## src/rtl/dense_bias_argmax.sv

```systemverilog
// Final CIFAR-10 classifier stage: adds per-class bias to dense dot products and streams out the argmax.
// Optional macro BIAS_SAT_EN saturates the biased sum; undefined, the sum wraps to ACC_W bits.
module dense_bias_argmax #(
    parameter int NUM_CLASSES = 10,
    parameter int ACC_W       = 24,
    parameter int ACC_FRAC    = 14,
    parameter int BIAS_W      = 8,
    parameter int BIAS_FRAC   = 7,
    parameter int IDX_W       = 4
) (
    input  logic                     clk,
    input  logic                     rst,
    input  logic                     in_valid,
    output logic                     in_ready,
    input  logic signed [ACC_W-1:0]  in_acc,
    input  logic                     in_last,
    output logic [15:0]              bias_row,
    output logic [15:0]              bias_col,
    input  logic signed [BIAS_W-1:0] bias_data,
    output logic                     out_valid,
    input  logic                     out_ready,
    output logic [IDX_W-1:0]         out_class,
    output logic [ACC_W-1:0]         out_score,
    output logic                     frame_err
);

    localparam int SHIFT = ACC_FRAC - BIAS_FRAC;
`ifdef BIAS_SAT_EN
    localparam int SUM_W = ACC_W + 1;
`else
    // An ACC_W-wide add yields exactly the wrapped result of the wider sum
    localparam int SUM_W = ACC_W;
`endif
    localparam logic [IDX_W-1:0] LAST_IDX = IDX_W'(NUM_CLASSES - 1);

    typedef enum logic {
        ST_COLLECT,
        ST_RESULT
    } state_t;

    state_t                  r_state;
    logic [IDX_W-1:0]        r_cnt;
    logic [IDX_W-1:0]        r_best_idx;
    logic signed [ACC_W-1:0] r_best_score;
    logic                    r_in_ready;
    logic                    r_out_valid;
    logic [IDX_W-1:0]        r_out_class;
    logic [ACC_W-1:0]        r_out_score;
    logic                    r_frame_err;

    logic signed [SUM_W-1:0] w_bias_sh;
    logic signed [SUM_W-1:0] w_sum;
    logic signed [ACC_W-1:0] w_biased;
    logic                    w_accept;
    logic                    w_at_last;
    logic                    w_take;
    logic signed [ACC_W-1:0] w_new_score;
    logic [IDX_W-1:0]        w_new_idx;

    always_comb begin
        w_bias_sh = SUM_W'(bias_data) <<< SHIFT;
        w_sum     = SUM_W'(in_acc) + w_bias_sh;
    end

`ifdef BIAS_SAT_EN
    always_comb begin
        if (w_sum[SUM_W-1] != w_sum[ACC_W-1]) begin
            w_biased = w_sum[SUM_W-1] ? {1'b1, {(ACC_W-1){1'b0}}} : {1'b0, {(ACC_W-1){1'b1}}};
        end else begin
            w_biased = w_sum[ACC_W-1:0];
        end
    end
`else
    assign w_biased = w_sum;
`endif

    // First class of a frame always seeds the running max; later ones need a strict win
    always_comb begin
        w_accept    = in_valid & r_in_ready;
        w_at_last   = (r_cnt == LAST_IDX);
        w_take      = (r_cnt == '0) || (w_biased > r_best_score);
        w_new_score = w_take ? w_biased : r_best_score;
        w_new_idx   = w_take ? r_cnt : r_best_idx;
    end

    always_ff @(posedge clk or posedge rst) begin
        if (rst) begin
            r_state      <= ST_COLLECT;
            r_cnt        <= '0;
            r_best_idx   <= '0;
            r_best_score <= '0;
            r_in_ready   <= 1'b1;
            r_out_valid  <= 1'b0;
            r_out_class  <= '0;
            r_out_score  <= '0;
            r_frame_err  <= 1'b0;
        end else begin
            r_frame_err <= 1'b0;
            case (r_state)
                ST_COLLECT: begin
                    if (w_accept) begin
                        r_best_score <= w_new_score;
                        r_best_idx   <= w_new_idx;
                        r_frame_err  <= (in_last != w_at_last);
                        if (w_at_last) begin
                            r_cnt       <= '0;
                            r_out_class <= w_new_idx;
                            r_out_score <= w_new_score;
                            r_out_valid <= 1'b1;
                            r_in_ready  <= 1'b0;
                            r_state     <= ST_RESULT;
                        end else begin
                            r_cnt <= r_cnt + IDX_W'(1);
                        end
                    end
                end
                ST_RESULT: begin
                    if (out_ready) begin
                        r_out_valid <= 1'b0;
                        r_in_ready  <= 1'b1;
                        r_state     <= ST_COLLECT;
                    end
                end
                default: begin
                    r_state <= ST_COLLECT;
                end
            endcase
        end
    end

    assign in_ready  = r_in_ready;
    assign bias_row  = 16'(r_cnt);
    assign bias_col  = '0;
    assign out_valid = r_out_valid;
    assign out_class = r_out_class;
    assign out_score = r_out_score;
    assign frame_err = r_frame_err;

endmodule
```

## config.mk

```make
export PLATFORM = sky130hd
export DESIGN_NAME = dense_bias_argmax
export DESIGN_NICKNAME = d
export VERILOG_FILES = /design/src/rtl/dense_bias_argmax.sv
export SDC_FILE = /design/constraint.sdc
export NUM_CORES = 1
export LEC_CHECK = 0
export ABC_AREA = 1
export CELL_PAD_IN_SITES_DETAIL_PLACEMENT = 2
export CELL_PAD_IN_SITES_GLOBAL_PLACEMENT = 2
export CORE_MARGIN = 2
export CORE_UTILIZATION = 29
export CTS_CLUSTER_DIAMETER = 50
export DETAILED_ROUTE_END_ITERATION = 6
export GPL_TIMING_DRIVEN = 0
export PLACE_DENSITY_LB_ADDON = 0.1
export SLEW_MARGIN = 25
export SYNTH_ARGS = -nofsm -noshare
export SYNTH_HDL_FRONTEND = slang
export SYNTH_SLANG_ARGS = --single-unit
```

## constraint.sdc

```tcl
create_clock -name clk -period 2.9 [get_ports clk]
set_input_delay 0.58 -clock clk [delete_from_list [all_inputs] [get_ports clk]]
set_output_delay 0.58 -clock clk [all_outputs]
set_load 0.01 [all_outputs]
```

# After elaboration in Yosys (flattened, before gate mapping)
# Index checks and enable logic that the tools add are counted.
dict set report word_totals {
  ff_bits 64
  output_inout_bits 63
  wordCells 41
}
dict set report op_classes {
  add_sub_neg 2
  n_lt_le_gt_ge 1
  n_eq_ne 5
  muxes 17
  bitwise 2
  reduce_logical 5
}
# cell n
set ops {}
lappend ops {{$add A24 B15 Y24} 1}
lappend ops {{$gt A24 B24 Y1} 1}
lappend ops {{$mux W24} 1}
lappend ops {{$mux W1} 11}
lappend ops {{$mux W4} 2}
lappend ops {{$ne A2 B2 Y1 const B} 3}
lappend ops {{$pmux W1 S2} 3}
lappend ops {{$reduce_and A3 Y1} 2}
lappend ops {{$add A4 B1 Y4 const B} 1}
lappend ops {{$eq A4 B4 Y1 const B} 1}
lappend ops {{$logic_not A4 Y1} 1}
lappend ops {{$reduce_and A2 Y1} 1}
lappend ops {{$and A1 B1 Y1} 1}
lappend ops {{$logic_or A1 B1 Y1} 1}
lappend ops {{$ne A1 B1 Y1} 1}
lappend ops {{$not A1 Y1} 1}

# Depth between registers and ports, before layout
# Gate-level depths: netlist of the first run.
dict set report logic_depth {
  ltp_word 4
  ltp_mapped 26
  depth_no_buf 25
}

# Least setup slack after synthesis of the first run
# Ideal clock, no wire load.
dict set report synth_path {
  kind {input to register}
  startpoint {input port in_acc[7]}
  endpoint {register r_out_class[0] (netlist: out_class[0])}
  arrival_ns 3.408
  slack_ns -0.625
  stages 26
  n_path_buf 2
  path_cell_list {ha_1 > inv_1 > fa_1 > nand3b_1 > nand2_1 > a21oi_1 > o21ai_1 > nand2_1 > nand2_1 > nand2_1 > nand2_1 > inv_1 > ha_1 > nand4_1 > inv_1 > nand2_2 > nor2_4 > nand2_2 > nand3_1 > nand2_1 > nand3_2 > buf_6 > buf_12 > nand3_2 > nand3_1 > nand2_1}
}
dict set report synth_between {
  elab_chain_cells 4
}
# item line
set synth_rtl {}
lappend synth_rtl {{from (decl)} 15} ;# input logic signed [ACC_W-1:0] in_acc,
lappend synth_rtl {{$add A24 B15 Y24} 62} ;# w_sum = SUM_W'(in_acc) + w_bias_sh;
lappend synth_rtl {{$gt A24 B24 Y1} 81} ;# w_take = (r_cnt == '0) || (w_biased > r_best_score);
lappend synth_rtl {{$logic_or A1 B1 Y1} 81}
lappend synth_rtl {{$mux W4} 83} ;# w_new_idx = w_take ? r_cnt : r_best_idx;
lappend synth_rtl {{to (signal assigned)} 107} ;# r_out_class <= w_new_idx;
lappend synth_rtl {{to (decl)} 47} ;# logic [IDX_W-1:0] r_out_class;
# Every way passes these cells.
# A chain may end at the register's enable or synchronous reset.

# Worst setup path in the final report of the first run
dict set report layout_path {
  startpoint {input port in_acc[7]}
  endpoint {register r_out_score[5] (netlist: out_score[5])}
}
dict set report layout_between {
  elab_chain_cells 4
}
# item line
set layout_rtl {}
lappend layout_rtl {{$add A24 B15 Y24} 62}
lappend layout_rtl {{$gt A24 B24 Y1} 81}
lappend layout_rtl {{$logic_or A1 B1 Y1} 81}
lappend layout_rtl {{$mux W24} 82} ;# w_new_score = w_take ? w_biased : r_best_score;
lappend layout_rtl {{to (signal assigned)} 108} ;# r_out_score <= w_new_score;
lappend layout_rtl {{to (decl)} 48} ;# logic [ACC_W-1:0] r_out_score;
# Every way passes these cells.

==> results of run 1 <==
==> cell type report <==
class | count | area, um^2 | share of cell area
clock buffer | 11 | 253 | 0.0343
inverter | 93 | 354 | 0.0481
clock inverter | 5 | 55.1 | 0.00748
timing repair buffer | 100 | 997 | 0.135
sequential | 64 | 1600 | 0.218
buffer | 48 | 383 | 0.0520
multi-input combinational | 477 | 3440 | 0.468
tap | 216 | 270 | 0.0367
==> how the worst max path moves through the flow <==
stage | start | end | slack, ps | depth (start not counted)
after global routing | in_acc[7] | out_score[17]$_DFFE_PP0P_ | -920 | 27
after CTS | bias_data[0] | out_score[21]$_DFFE_PP0P_ | -760 | 27
after floorplan | in_acc[7] | out_score[14]$_DFFE_PP0P_ | -460 | 22
after detailed placement | in_acc[7] | out_score[16]$_DFFE_PP0P_ | -1780 | 23
after global placement | in_acc[7] | out_score[16]$_DFFE_PP0P_ | -1710 | 23
final | in_acc[7] | out_score[5]$_DFFE_PP0P_ | -740 | 26
==> metal layers <==
layer	share of wire	wire (um)	global-route usage	up-vias
met5	0	0	0	-
met4	0.011	197	0.0442	0
met3	0.021	387	0.0254	15
met2	0.56	10100	0.403	78
met1	0.41	7410	0.237	2438
li1	-	-	-	2286
==> per-stage QoR <==
step | std cells | instance area (um^2) | hold slack [ps]
floorplan | 682 | 4910 | 449
global placement | 969 | 5890 | 460
detailed placement | 970 | 5920 | 472
CTS | 1013 | 7120 | 479
global route | 1014 | 7360 | 514
finish | 1014 | 7360 | 474
==> where the power goes <==
| part | internal, uW | switching (uW) | total, uW |
|---|---|---|---|
| combinational | 2110 | 2920 | 5020 |
| sequential | 1290 | 249 | 1540 |
| clock | 710 | 438 | 1150 |
| total | 4110 | 3600 | 7710 |
==> registers in the layout, summed over array words and instances, names as in the netlist <==
| register | count |
|---|---|
| out_score | 24 |
| r_best_idx | 4 |
| r_best_score | 24 |
| frame_err | 1 |
| r_state | 1 |
| in_ready | 1 |
| out_valid | 1 |
| out_class | 4 |
| r_cnt | 4 |
==> worst max-delay path: stages <==
cell and delay (ps):
buf_6 80, ha_4 140, inv_2 40, fa_2 350, nand3b_1 210, nand2_2 130
a21oi_4 90, o21ai_4 190, buf_6 150, nand2_1 70, nand2_1 70, nand2_1 70
nand2_2 70, inv_2 50, ha_4 260, nand2_2 60, nor2_2 120, nand2_2 90
nor2_4 120, nand4_1 180, nand3_4 160, buf_12 150, buf_12 150, nand3_2 100
nand3_2 100, nand2_1 60
==> cell families after synthesis <==
family                     synth area share
AOI/OAI and AO/OA                    0.0422
and+or+nand+nor                       0.343
xor gates and xnor gates             0.0202
DFF                                   0.336
buffers and inverters                 0.149
other                              0.000786
adders and majority gates             0.109
==> cells in the final DEF, fill, tap and decap left out, drive strengths merged <==
master	count
clkbuf	24
conb	28
nor3	5
xnor2	3
a211oi	1
nand2	224
a21oi	23
dfstp	1
nand3b	4
o21bai	2
dfrtp	63
nand4	6
xor2	8
ha	40
bufinv	1
inv	93
buf	69
nand3	94
dlygate4sd2	6
o21ai	7
fa	1
nor2	26
clkinv	2
dlymetal6s2s	1
clkinvlp	2
clkdlybuf4s50	59
a21o	3
o22ai	1
and2	1
==> repair_timing <==
item / 4_1_cts / 5_1_grt
pin swaps: 45 / 28
endpoints found under the setup margin: 56 / 56
buffers inserted: 25 / 2
gates cloned: 2 / 1
resized for setup: 146 / 56
==> results.sh, run 1 <==
export IMPL_routed_wl_um=18000
export IMPL_h_tree_depth=3
export IMPL_syn_avg_cell_area_um2=7.28
export IMPL_synth_top_area_frac=0.331
export IMPL_synthToLayoutAreaGrowth_pct=54.3
export IMPL_yosysMostFrequentCell="nand2_1"
export IMPL_dieHeight_um=132
export IMPL_grt_usage=0.206
export IMPL_place_congestion=0.761
export IMPL_drv_cap=0
export IMPL_core_area_um2=16000
export IMPL_post_dp_hpwl_um=11900
export IMPL_finalWorstSetupSlack_ps=-735
export IMPL_power_density_nw_per_um2=1050
export IMPL_nets=871
export IMPL_timing_fmax_mhz=275
export IMPL_place_port_buffers=71
export IMPL_synth_cell_types=32
export IMPL_drt_wirelength_per_cell_um=17.8
export IMPL_synth_area_um2=4770
export IMPL_synth_flop_cell="dfrtp_1"
export IMPL_total_power_uw=7710
export IMPL_period_needed_ps=3640
export IMPL_via_count=4817
export IMPL_io_pins=100
export IMPL_grt_start_max_net_pins=47
export IMPL_final_antenna_net_count=0
export IMPL_cts_tree="yes"
export IMPL_dp_worst_setup_slack_ps=-1780
export IMPL_holdCritStartpoint="in_ready$_DFFE_PP1P_"
export IMPL_outcome="finished with violations"
export IMPL_criticalPathCategory="in2reg"
export IMPL_ys_top_cells_by_area="dfrtp_1, nand2_1, ha_1"
export IMPL_diodes=0
export IMPL_violations="setup timing"
export IMPL_antenna_found_initial=0
export IMPL_ys_seq_elements=64
export IMPL_ys_top_cells_by_count="nand2_1, inv_1, nand3_1"
export IMPL_clk_pin_slew_ps=50
export IMPL_drtIter0Drc=132
export IMPL_r2r_end="r_best_score[10]$_DFFE_PP0P_"
export IMPL_ys_seq_area_frac=0.336
export IMPL_start_kind="input port"
export IMPL_critPathArrivalTime_ps=3850
export IMPL_cp_required_ps=3120
export IMPL_worst_setup_path_end_kind="flop"
export IMPL_async_flop_share=1.00
export IMPL_holdPathEnd="in_ready$_DFFE_PP1P_"
export IMPL_cts_sinks=64
export IMPL_start_util=0.298
export IMPL_hold_viol=0
export IMPL_drive_above_1_share=0.310
export IMPL_routed_via_density=4.75
export IMPL_drtPass1Iterations=4
export IMPL_path_max_fanout=7
export IMPL_setup_viol=56
export IMPL_fin_setup_tns_ps=-38890
export IMPL_clockBufferDepth=2
export IMPL_drc=0
export IMPL_finClkSkew_ps=10.3
export IMPL_r2r_setup_slack_ps=470
export IMPL_rsz0062_at_grt="true"
export IMPL_die_w_um=132
export IMPL_postSynthCellCount=655
export IMPL_slew_violations=0
export IMPL_min_path_type="reg2reg"
export IMPL_grt_pass1_vias=5513
export IMPL_cts_inserted_buffers=9
export IMPL_ir_worst_vdd_mv=0.467
export IMPL_synth_top_cell_by_area="dfrtp_1"
export IMPL_ys_warn_count=0
export IMPL_reg2reg_from="r_cnt[1]$_DFFE_PP0P_"
export IMPL_synth_edf_count=0
export IMPL_fin_crit_sh=1.25
export IMPL_fp_row_count=46
export IMPL_hold_buffers=0
export IMPL_grt_first_pass_wirelength_um=28700
export IMPL_min_path_cells=2
export IMPL_utilization=0.460
export IMPL_relSlewSlack=0.304
export IMPL_die_area_um2=17500
export IMPL_tightest_slew_ps=1040
export IMPL_reg2regPathDepth=7
export IMPL_clk_latency_ps=340
export IMPL_fillers=1813
export IMPL_p_leak_uw=0.00369
export IMPL_cts_root_buf="clkbuf_16"
export IMPL_grt_overflow=0
Power figures use the tool's default switching activity.
==> run 2, diff against run 1 <==
--- a/config.mk
+++ b/config.mk
@@ -14,6 +14,7 @@
 export DETAILED_ROUTE_END_ITERATION = 6
 export GPL_TIMING_DRIVEN = 0
 export PLACE_DENSITY_LB_ADDON = 0.1
+export SKIP_CTS_REPAIR_TIMING = 1
 export SLEW_MARGIN = 25
 export SYNTH_ARGS = -nofsm -noshare
 export SYNTH_HDL_FRONTEND = slang
==> results.sh, run 2 (synthesized netlist as in run 1, its figures left out) <==
export IMPL_outcome="finished with violations"
export IMPL_violations="setup timing"
export IMPL_drtPass1Iterations=4
export IMPL_finClkSkew_ps=9.12
export IMPL_grt_overflow=0
export IMPL_fp_row_count=46
export IMPL_clk_pin_slew_ps=60
export IMPL_timing_fmax_mhz=267
export IMPL_drtIter0Drc=117
export IMPL_drv_cap=0
export IMPL_cts_inserted_buffers=9
export IMPL_drc=0
export IMPL_dp_cells=970
export IMPL_ir_worst_vdd_mv=0.481
export IMPL_grt_pass1_vias=5081
export IMPL_pwr_share_comb=0.648
export IMPL_final_cell_mix="nand2_1, inv_1, dfrtp_1"
export IMPL_worst_setup_path_end_kind="flop"
export IMPL_clk_latency_ps=340
export IMPL_dieHeight_um=132
export IMPL_clockBufferDepth=2
export IMPL_period_needed_ps=3750
export IMPL_setup_viol=56
export IMPL_critPathArrivalTime_ps=3970
export IMPL_reg2regPathDepth=13
export IMPL_fin_setup_tns_ps=-45440
export IMPL_tightest_slew_ps=793
export IMPL_drive_above_1_share=0.290
export IMPL_drt_met1_wl_um=7330
export IMPL_drt_wirelength_per_cell_um=17.2
export IMPL_start_util=0.298
export IMPL_hold_viol=0
export IMPL_grt_first_pass_wirelength_um=25400
export IMPL_io_pins=100
export IMPL_cp_required_ps=3120
export IMPL_p_sw_uw=3490
export IMPL_min_path_cells=2
export IMPL_fillers=1800
export IMPL_criticalPathCategory="in2reg"
export IMPL_slew_violations=0
export IMPL_routed_wl_um=17100
export IMPL_wl_met3_um=350
export IMPL_power_density_nw_per_um2=1060
export IMPL_grt_usage=0.180
export IMPL_seqPwrFrac=0.201
export IMPL_min_path_type="reg2reg"
export IMPL_relSlewSlack=0.471
export IMPL_cts_root_buf="clkbuf_16"
export IMPL_place_port_buffers=71
export IMPL_fin_crit_sh=1.29
export IMPL_h_tree_depth=3
export IMPL_post_dp_hpwl_um=11900
export IMPL_cts_tree="yes"
export IMPL_die_area_um2=17500
export IMPL_final_common_cell="nand2_1"
export IMPL_nets=856
export IMPL_routed_via_density=4.70
export IMPL_final_antenna_net_count=0
export IMPL_total_power_uw=7640
export IMPL_internal_power_uw=4150
export IMPL_core_area_um2=16000
export IMPL_antenna_found_initial=0
export IMPL_final_cells=999
export IMPL_path_max_fanout=5
export IMPL_diodes=0
export IMPL_swShare=0.457
export IMPL_rsz0062_at_grt="true"
export IMPL_p_leak_uw=0.00364
export IMPL_cts_sinks=64
export IMPL_place_congestion=0.761
export IMPL_pwr_share_clk=0.151
export IMPL_die_w_um=132
export IMPL_wl_met2_um=9290
export IMPL_finalWorstSetupSlack_ps=-845
export IMPL_top_layer="met4"
export IMPL_via_count=4695
export IMPL_synthToLayoutAreaGrowth_pct=50.4
export IMPL_grt_start_max_net_pins=47
export IMPL_start_kind="input port"
==> run 2: changes by cell type in the layout (fill, tap and decap cells not counted), sizes merged <==
| cell | before | now |
|---|---|---|
| clkbuf | 24 | 27 |
| dlygate4sd2 | 6 | 0 |
| buf | 69 | 49 |
| clkdlybuf4s50 | 59 | 62 |
| dlymetal6s2s | 1 | 6 |
==> run 2: worst max-delay path: stages <==
cell,delay (ps)
buf_8,70
ha_4,140
inv_2,40
fa_2,390
nand3b_1,200
nand2_2,140
a21oi_4,80
o21ai_4,230
xor2_2,190
inv_1,90
ha_4,270
nand2_2,60
nor2_4,120
nand4_1,160
nor2_4,170
nand4_1,220
nand3_4,230
buf_12,160
buf_4,140
nand3_2,90
nand3_2,100
nand2_1,60
==> run 2: area by class of cell <==
| cell class | instances | area, um^2 | share of cell area |
|---|---|---|---|
| inverters | 93 | 352 | 0.0490 |
| flip-flops and latches | 64 | 1600 | 0.224 |
| multi-input cells | 477 | 3310 | 0.461 |
| clock inverters | 5 | 55.1 | 0.00768 |
| repair buffers | 85 | 947 | 0.132 |
| well taps | 216 | 270 | 0.0377 |
| plain buffers | 48 | 383 | 0.0534 |
| clock buffers | 11 | 253 | 0.0352 |
==> run 2: worst paths after layout <==
path,slack [ps],start,end
worst min-delay path,480,in_ready$_DFFE_PP1P_,in_ready$_DFFE_PP1P_
min in group asynchronous,560,rst,out_valid$_DFFE_PP0P_
worst max register to register,450,r_best_score[12]$_DFFE_PP0P_,out_score[5]$_DFFE_PP0P_
max in group asynchronous,1800,rst,out_score[18]$_DFFE_PP0P_
worst max-delay path,-850,bias_data[0],out_score[5]$_DFFE_PP0P_
worst min register to register,480,in_ready$_DFFE_PP1P_,in_ready$_DFFE_PP1P_
==> run 2: per-stage QoR <==
stage | util | cell area (um^2) | hold slack (ps) | setup slack, ps
2_1_floorplan | - | 4910 | 449 | -464
3_3_place_gp | 0.368 | 5890 | 460 | -1710
3_5_place_dp | 0.370 | 5920 | 472 | -1780
4_1_cts | 0.389 | 6230 | 479 | -1470
5_1_grt | 0.448 | 7170 | 512 | -1060
6_report | 0.448 | 7170 | 479 | -845
==> run 2: power by group through the flow <==
stage / sequential (uW) / combinational (uW) / clock (uW)
after floorplan: 1580 / 2210 / 0
after global placement: 1520 / 3310 / 0
after detailed placement: 1550 / 3490 / 0
after CTS: 1540 / 3540 / 1160
after global routing: 1600 / 5400 / 1210
final: 1540 / 4950 / 1150
==> run 2: layer usage <==
| metal | track usage | vias to the layer above |
|---|---|---|
| met2 | 0.339 | 70 |
| met4 | 0.0400 | 0 |
| met1 | 0.216 | 2358 |
| met3 | 0.0254 | 12 |
| li1 | - | 2255 |
| met5 | 0 | - |
==> run 3, diff against run 2 <==
--- a/config.mk
+++ b/config.mk
@@ -8,14 +8,14 @@
 export ABC_AREA = 1
 export CELL_PAD_IN_SITES_DETAIL_PLACEMENT = 2
 export CELL_PAD_IN_SITES_GLOBAL_PLACEMENT = 2
-export CORE_MARGIN = 2
+export CORE_MARGIN = 4
 export CORE_UTILIZATION = 29
 export CTS_CLUSTER_DIAMETER = 50
 export DETAILED_ROUTE_END_ITERATION = 6
 export GPL_TIMING_DRIVEN = 0
 export PLACE_DENSITY_LB_ADDON = 0.1
 export SKIP_CTS_REPAIR_TIMING = 1
-export SLEW_MARGIN = 25
+export SLEW_MARGIN = 40
 export SYNTH_ARGS = -nofsm -noshare
 export SYNTH_HDL_FRONTEND = slang
 export SYNTH_SLANG_ARGS = --single-unit
==> results.sh, run 3 (synthesized netlist as in run 1, its figures left out) <==
export IMPL_final_cells=1008
export IMPL_dp_worst_setup_slack_ps=-1740
export IMPL_path_max_fanout=7
export IMPL_start_util=0.298
export IMPL_dieHeight_um=136
export IMPL_min_path_type="reg2reg"
export IMPL_drtIter0Drc=166
export IMPL_rsz0062_at_grt="true"
export IMPL_criticalPathCategory="in2reg"
export IMPL_clk_pin_slew_ps=60
export IMPL_place_congestion=0.774
export IMPL_violations="setup timing"
export IMPL_dp_cells=970
export IMPL_relSlewSlack=0.508
export IMPL_place_port_buffers=71
export IMPL_setup_viol=56
export IMPL_grt_usage=0.174
export IMPL_ir_worst_vdd_mv=0.402
export IMPL_finClkSkew_ps=8.26
export IMPL_grt_start_max_net_pins=46
export IMPL_via_count=4850
export IMPL_tightest_slew_ps=738
export IMPL_core_area_um2=16000
export IMPL_timing_fmax_mhz=268
export IMPL_seqPwrFrac=0.188
export IMPL_outcome="finished with violations"
export IMPL_drv_cap=0
export IMPL_routed_wl_um=18900
export IMPL_p_sw_uw=3820
export IMPL_r2r_setup_slack_ps=410
export IMPL_drtPass1Iterations=4
export IMPL_p_leak_uw=0.00385
export IMPL_start_kind="input port"
export IMPL_drt_wirelength_per_cell_um=18.8
export IMPL_r2r_end="r_best_score[18]$_DFFE_PP0P_"
export IMPL_fin_setup_tns_ps=-44460
export IMPL_die_w_um=136
export IMPL_cp_required_ps=3120
export IMPL_post_dp_hpwl_um=12100
export IMPL_final_cell_mix="nand2_1, inv_1, nand3_2"
export IMPL_hold_viol=0
export IMPL_clk_latency_ps=340
export IMPL_grt_first_pass_wirelength_um=25800
export IMPL_fillers=1789
export IMPL_clockBufferDepth=2
export IMPL_diodes=0
export IMPL_internal_power_uw=4410
export IMPL_grt_overflow=0
export IMPL_cts_tree="yes"
export IMPL_reg2regPathDepth=14
export IMPL_antenna_found_initial=0
export IMPL_slew_violations=0
export IMPL_fin_crit_sh=1.29
export IMPL_worst_setup_path_end_kind="flop"
export IMPL_reg2reg_from="r_best_score[11]$_DFFE_PP0P_"
export IMPL_drive_above_1_share=0.338
export IMPL_fp_row_count=46
export IMPL_power_density_nw_per_um2=1090
export IMPL_cts_root_buf="clkbuf_16"
export IMPL_setup_worst_path_start="in_acc[18]"
export IMPL_drc=0
export IMPL_cp_endpoint="r_best_score[18]$_DFFE_PP0P_"
export IMPL_die_area_um2=18600
export IMPL_swShare=0.464
export IMPL_cts_inserted_buffers=9
export IMPL_finalWorstSetupSlack_ps=-831
export IMPL_synthToLayoutAreaGrowth_pct=58.5
export IMPL_cts_sinks=64
export IMPL_h_tree_depth=3
export IMPL_grt_pass1_vias=5354
export IMPL_pwr_share_clk=0.150
export IMPL_period_needed_ps=3730
export IMPL_pwr_share_comb=0.663
export IMPL_final_common_cell="nand2_1"
export IMPL_io_pins=100
export IMPL_critPathArrivalTime_ps=3950
export IMPL_final_antenna_net_count=0
export IMPL_routed_via_density=4.81
export IMPL_nets=865
## run 3: worst min path at each step
stage	startpoint	end	slack [ps]	cells past startpoint
final	out_score[5]$_DFFE_PP0P_	out_score[5]$_DFFE_PP0P_	480	2
after global routing	in_ready$_DFFE_PP1P_	in_ready$_DFFE_PP1P_	510	2
after CTS	r_best_score[19]$_DFFE_PP0P_	r_best_score[19]$_DFFE_PP0P_	490	2
after detailed placement	r_best_score[19]$_DFFE_PP0P_	r_best_score[19]$_DFFE_PP0P_	470	2
after global placement	in_ready$_DFFE_PP1P_	in_ready$_DFFE_PP1P_	460	2
after floorplan	r_best_idx[0]$_DFFE_PP0P_	r_best_idx[0]$_DFFE_PP0P_	450	2
## run 3: worst max-delay path, cell delays in order
cell	delay, ps
clkdlybuf4s50_1	410
ha_2	380
nand2_2	110
nor2_2	170
nand4_1	150
nand3_2	120
xor2_2	190
inv_1	70
ha_1	270
nand4_1	140
inv_1	120
nand2_2	80
nor2_4	140
nand4_1	220
nand3_4	220
buf_12	170
clkbuf_16	170
nand3_4	80
nand3_2	90
nand2_1	60
## run 3: cell type report
class	count	area, um^2	area share
flip-flops and latches	64	1600	0.212
clock inverters	5	78.8	0.0104
multi-input cells	477	3570	0.473
well taps	216	270	0.0358
repair buffers	94	1030	0.137
plain buffers	48	388	0.0513
clock buffers	11	253	0.0334
inverters	93	357	0.0472
## run 3: layer usage
metal	GRT usage	vias to the layer above	wire (um)
li1	-	2272	-
met1	0.197	2467	7770
met2	0.335	90	10400
met3	0.0233	21	448
met4	0.0515	0	303
met5	0	-	0
## run 3: power groups by stage
stage	clock [uW]	combinational, uW	sequential [uW]
final	1230	5460	1540
after global routing	1290	5940	1590
after CTS	1240	3540	1530
after detailed placement	0	3500	1550
after global placement	0	3320	1510
after floorplan	0	2210	1580
## run 3: through the flow
stage / power [uW] / util / instance area [um^2] / hold slack (ps)
finish: 8240 / 0.472 / 7560 / 477
global placement: 4830 / 0.368 / 5890 / 460
floorplan: 3790 / - / 4910 / 449
detailed placement: 5040 / 0.370 / 5920 / 471
global route: 8810 / 0.472 / 7560 / 507
CTS: 6320 / 0.391 / 6250 / 485
